**config.mk**
```make
export PLATFORM = sky130hd
export DESIGN_NAME = switch_allocator
export DESIGN_NICKNAME = d
export VERILOG_FILES = /design/src/rtl/switch_allocator.sv
export SDC_FILE = /design/constraint.sdc
export NUM_CORES = 1
export LEC_CHECK = 0
export BUFFER_PORTS_ARGS = -buffer_cell sky130_fd_sc_hd__buf_2
export CORE_ASPECT_RATIO = 0.8
export CORE_UTILIZATION = 60
export CTS_CLUSTER_SIZE = 25
export DETAILED_ROUTE_END_ITERATION = 8
export MAX_ROUTING_LAYER = met4
export PLACE_DENSITY = 0.84
export SETUP_SLACK_MARGIN = 0.4
export SLEW_MARGIN = 25
export SYNTH_ARGS = -nofsm -noshare
export SYNTH_HDL_FRONTEND = slang
export SYNTH_SLANG_ARGS = --single-unit
```
**constraint.sdc**
```tcl
create_clock -name clk -period 7.2 [get_ports clk]
set_input_delay 0.36 -clock clk [delete_from_list [all_inputs] [get_ports clk]]
set_output_delay 0.36 -clock clk [all_outputs]
set_load 0.01 [all_outputs]
```
**src/rtl/switch_allocator.sv**
```systemverilog
// Round-robin switch allocator with per-output wormhole locking, downstream
// credit counters and a registered crossbar select for switch traversal.
module switch_allocator #(
   parameter int N_PORTS      = 5,
   parameter int BUFFER_DEPTH = 4,
   parameter int CREDIT_W     = $clog2(BUFFER_DEPTH + 1),
   parameter int SEL_W        = $clog2(N_PORTS)
) (
   input  logic                            clk,
   input  logic                            rst_n,
   input  logic [N_PORTS-1:0]              valid_i,
   input  logic [N_PORTS-1:0]              head_i,
   input  logic [N_PORTS-1:0]              tail_i,
   input  logic [N_PORTS-1:0][SEL_W-1:0]   out_Port_i,
   input  logic [N_PORTS-1:0]              credit_Ret_i,
   output logic [N_PORTS-1:0]              grant_o,
   output logic [N_PORTS-1:0][SEL_W-1:0]   xbar_Sel_o,
   output logic [N_PORTS-1:0]              xbar_Valid_o
);

   typedef enum logic {IDLE, LOCKED} state_t;

   state_t                state  [N_PORTS];
   logic [SEL_W-1:0]      owner  [N_PORTS];
   logic [SEL_W-1:0]      rr_ptr [N_PORTS];
   logic [CREDIT_W-1:0]   cnt    [N_PORTS];

   logic [N_PORTS-1:0]            out_grant;
   logic [N_PORTS-1:0][SEL_W-1:0] out_win;
   int                            scan_idx;

   // Scanning from the far end down to rr_ptr lets the last hit win, which is
   // the first candidate at or after the pointer in circular order.
   always_comb begin
      out_grant = '0;
      out_win   = '0;
      scan_idx  = 0;
      for (int o = 0; o < N_PORTS; o++) begin
         if (state[o] == LOCKED) begin
            out_win[o]   = owner[o];
            out_grant[o] = valid_i[owner[o]] && (cnt[o] != '0);
         end else if (cnt[o] != '0) begin
            for (int k = N_PORTS - 1; k >= 0; k--) begin
               scan_idx = (int'(rr_ptr[o]) + k) % N_PORTS;
               if (valid_i[scan_idx] && head_i[scan_idx] &&
                   (out_Port_i[scan_idx] == SEL_W'(o))) begin
                  out_grant[o] = 1'b1;
                  out_win[o]   = SEL_W'(scan_idx);
               end
            end
         end
      end
   end

   always_comb begin
      grant_o = '0;
      for (int o = 0; o < N_PORTS; o++) begin
         if (out_grant[o]) begin
            grant_o[out_win[o]] = 1'b1;
         end
      end
      if (!rst_n) begin
         grant_o = '0;
      end
   end

   always_ff @(posedge clk or negedge rst_n) begin
      if (!rst_n) begin
         for (int o = 0; o < N_PORTS; o++) begin
            state[o]  <= IDLE;
            owner[o]  <= '0;
            rr_ptr[o] <= '0;
            cnt[o]    <= CREDIT_W'(BUFFER_DEPTH);
         end
         xbar_Valid_o <= '0;
         xbar_Sel_o   <= '0;
      end else begin
         for (int o = 0; o < N_PORTS; o++) begin
            xbar_Valid_o[o] <= out_grant[o];
            if (out_grant[o]) begin
               xbar_Sel_o[o] <= out_win[o];
               if (state[o] == IDLE) begin
                  rr_ptr[o] <= (out_win[o] == SEL_W'(N_PORTS - 1)) ? '0 : out_win[o] + SEL_W'(1);
                  if (!tail_i[out_win[o]]) begin
                     state[o] <= LOCKED;
                     owner[o] <= out_win[o];
                  end
               end else if (tail_i[out_win[o]]) begin
                  state[o] <= IDLE;
               end
            end
            // A grant and a return in the same cycle cancel; excess returns are dropped.
            if (out_grant[o] && !credit_Ret_i[o]) begin
               cnt[o] <= cnt[o] - CREDIT_W'(1);
            end else if (!out_grant[o] && credit_Ret_i[o] &&
                         (cnt[o] < CREDIT_W'(BUFFER_DEPTH))) begin
               cnt[o] <= cnt[o] + CREDIT_W'(1);
            end
         end
      end
   end

endmodule

```
==> impl_metrics.ini <==
[global_routing]
gr-total-overflow = 0
grt_use_total_pct = 36.0
antenna_found_initial = 0
grt_max_degree = 75
grt_pass1_vias = 12163
grt_pass1_wl_um = 63500

[critical_path]
endpoint = grant_o[2]
rr_endpoint = owner[9]
crit_slowest_cell = dfrtp_1
path_delay_family = compound AO/OA/AOI/OAI gates
slowest_delay_ns = 0.59
worstSetupPathType = reg -> out
crit_path_end_kind = primary output
worst-path-buf-inv = 4
critical_path_arrival_ns = 6.18
start_kind = flop
rr_worst_depth = 23
required_ns = 6.84
cp_max_fo = 13
crit_chain = clkinvlp_4 > ha_1 > xnor2_2 > inv_2 > ha_1 > nor2_1 > a211o_1 > nand2_1 > ha_1 > nor3_1 > a21oi_1 > o211ai_1 > buf_4 > a211o_1 > o22ai_2 > nor3_1 > a41oi_2 > a21o_1 > and2_1 > nand2_1 > o31ai_1 > o41a_1 > buf_2
crit_cells = 23
r2r-start = rr_ptr[10]
ff2ff_setup_slack_ns = 0.98
cpMostUsedCell = ha_1
worstSetupStartpoint = rr_ptr[13]

[floorplanning]
io_pins = 62
start_util_pct = 62.1
die_area_um2 = 22300
dieHeight_um = 134
die_width_um = 167
rows = 47
coreArea_um2 = 21000

[yosys]
synth_flop_cell = dfrtp_1
synth.largest_area_cell = dfrtp_1
synth.area.top_cells = dfrtp_1, ha_1, a21oi_1, nor2_1, mux2i_1
yosysMostFrequentCell = nor2_1
ys_seq_area_share_pct = 13.5
synth-edff-count = 0
ys_warn_count = 0
syn_nets = 1832
synth_top_family_by_area = compound AO/OA/AOI/OAI gates
avgSynthCellArea_um2 = 7.83
synth_cell_types = 123
synth.area.mux_share_pct = 8.01
synth_xor_area_share_pct = 3.81
ys_ff_latch = 70
synth_compound_area_share_pct = 31.9
yosysTopAreaCellShare_pct = 12.5
synthAdderAreaFrac_pct = 12.8
yosys.area_share.simple_pct = 23.8
synth_cells = 1666
yosys-top-cells-count = nor2_1, nand2_1, ha_1
async_flop_share_pct = 100
syn_area_um2 = 13000

[timing]
skew_ns = 0.0112
max_freq_ghz = 0.153
tightest_slew_ns = 0.843
rsz0062_at_grt = true
hold_viol = 0
fin_tns_setup_ns = 0
fin_crit_ns = 6.54
slew_viol_final = 0
timing.final.ws_setup_ns = 0.660
fin_crit_sh_pct = 90.8
finalSetupViolations = 0
relSlewSlack_pct = 43.3

[drt]
met2_length_um = 17000
wl_um = 39800
dr.first_iter.drc_count = 1590
post_drt_wl_per_cell_um = 20.3
vias = 13559
wl_met3_um = 4630
drc_errors = 0
dr.pass1.iters = 5
wl_met1_um = 17600
top_layer = met4
detail-route-antenna-nets = 0
routed_via_density = 6.93

[cells_and_area]
antennaDiodeCount = 0
nets = 1848
fin_util_pct = 65.8
syn2layout_area_growth_pct = 5.88
fillers = 1741
regArea_um2 = 1760
drive_gt1_share_pct = 14.6
multi_input_area_um2 = 10500

[flow_run]
cap_violations = 0

[clock_tree]
cts.path.max_buffers = 2
clkTransAtPathRegs_ns = 0.06
root_buffer = clkbuf_16
clk-insertion-delay-late_ns = 0.34
cts_buffers = 9
clock-sinks = 70
cts_tree = done
htree_levels = 3

[placement]
place_congestion = 1.02
port_buffers = 61
dp_worst_setup_slack_ns = 0.975
hpwl_um = 30500

[min_path]
hp-class = in -> async

[outcome]
outcome = complete, no violations
[worst register-to-register path: cells and delay by family, from the launching register on]
family | cells | cell delay (ns)
simple gates | 6 | 1.17
buf+inv | 5 | 0.73
flops | 1 | 0.56
mux | 3 | 1.06
fa+ha+maj | 4 | 1.15
xor+xnor | 1 | 0.29
compound gates | 4 | 1.13
[state kept, by name (all words and copies together) (netlist names)]
signal and count:
cnt 15, owner 15, rr_ptr 15, xbar_Sel_o 15, state 5, xbar_Valid_o 5
[per-stage QoR]
step | instance area, µm² | cells | hold slack, ns
2_1_floorplan | 13000 | 1666 | 0.0644
3_3_place_gp | 13400 | 1934 | 0.472
3_5_place_dp | 13400 | 1934 | 0.482
4_1_cts | 13700 | 1950 | 0.220
5_1_grt | 13800 | 1956 | 0.0999
6_report | 13800 | 1956 | 0.0269
[timing repair]
action | in CTS | in global routing
buffers inserted | 0 | 6
resized for setup | 0 | 11
hold buffers | 0 | 0
endpoints found under the setup margin | 0 | 6
[how the worst min path moves through the flow]
| stage | endpoint | cells past startpoint | slack (ns) | startpoint |
|---|---|---|---|---|
| global route | rr_ptr[6] | 1 | 0.1 | rst_n |
| detailed placement | xbar_Sel_o[4] | 1 | 0.48 | xbar_Sel_o[4] |
| global placement | xbar_Sel_o[4] | 1 | 0.47 | xbar_Sel_o[4] |
| finish | rr_ptr[6] | 1 | 0.03 | rst_n |
| CTS | rr_ptr[6] | 1 | 0.22 | rst_n |
| floorplan | cnt[0] | 0 | 0.06 | rst_n |
[layer usage]
| layer | vias to the layer above | track usage, % |
|---|---|---|
| li1 | 6266 | - |
| met1 | 6409 | 51.7 |
| met2 | 818 | 53.4 |
| met3 | 66 | 5.40 |
| met4 | 0 | 7.41 |
| met5 | - | - |
[kinds of logic (layout without fill, tap and decap cells)]
family / Yosys count / after routing
and+or+nand+nor: 590 / 590
AOI/OAI and AO/OA: 554 / 554
buffers and inverters: 190 / 211
adders and majority gates: 129 / 129
muxes: 84 / 84
DFF: 70 / 70
xor gates and xnor gates: 49 / 49
[area by class of cell]
class                      count  share of cell area, %
clock buffer                  10                   1.66
clock inverter                 6                  0.507
inverter                     114                   3.12
multi-input combinational   1406                   76.2
sequential                    70                   12.7
tap                          269                   2.44
timing repair buffer          81                   3.34
[cells in the final DEF (no fill, tap or decap), types with 21 or more instances in the layout]
| master | netlist | layout |
|---|---|---|
| nor2_1 | 130 | 130 |
| nand2_1 | 122 | 122 |
| ha_1 | 121 | 118 |
| inv_1 | 103 | 102 |
| a21oi_1 | 98 | 98 |
| o21ai_0 | 92 | 92 |
| dfrtp_1 | 65 | 63 |
| nor3_1 | 62 | 62 |
| buf_2 | 35 | 60 |
| nand3_1 | 51 | 51 |
| mux2i_1 | 47 | 47 |
| nand2b_1 | 40 | 40 |
| xnor2_1 | 40 | 39 |
| o21a_1 | 35 | 35 |
| o211ai_1 | 27 | 27 |
| and2_1 | 25 | 25 |
| a211oi_1 | 21 | 21 |
Power is not shown: default switching activity piles up to over one toggle a cycle in this logic, so the estimate is an artifact.
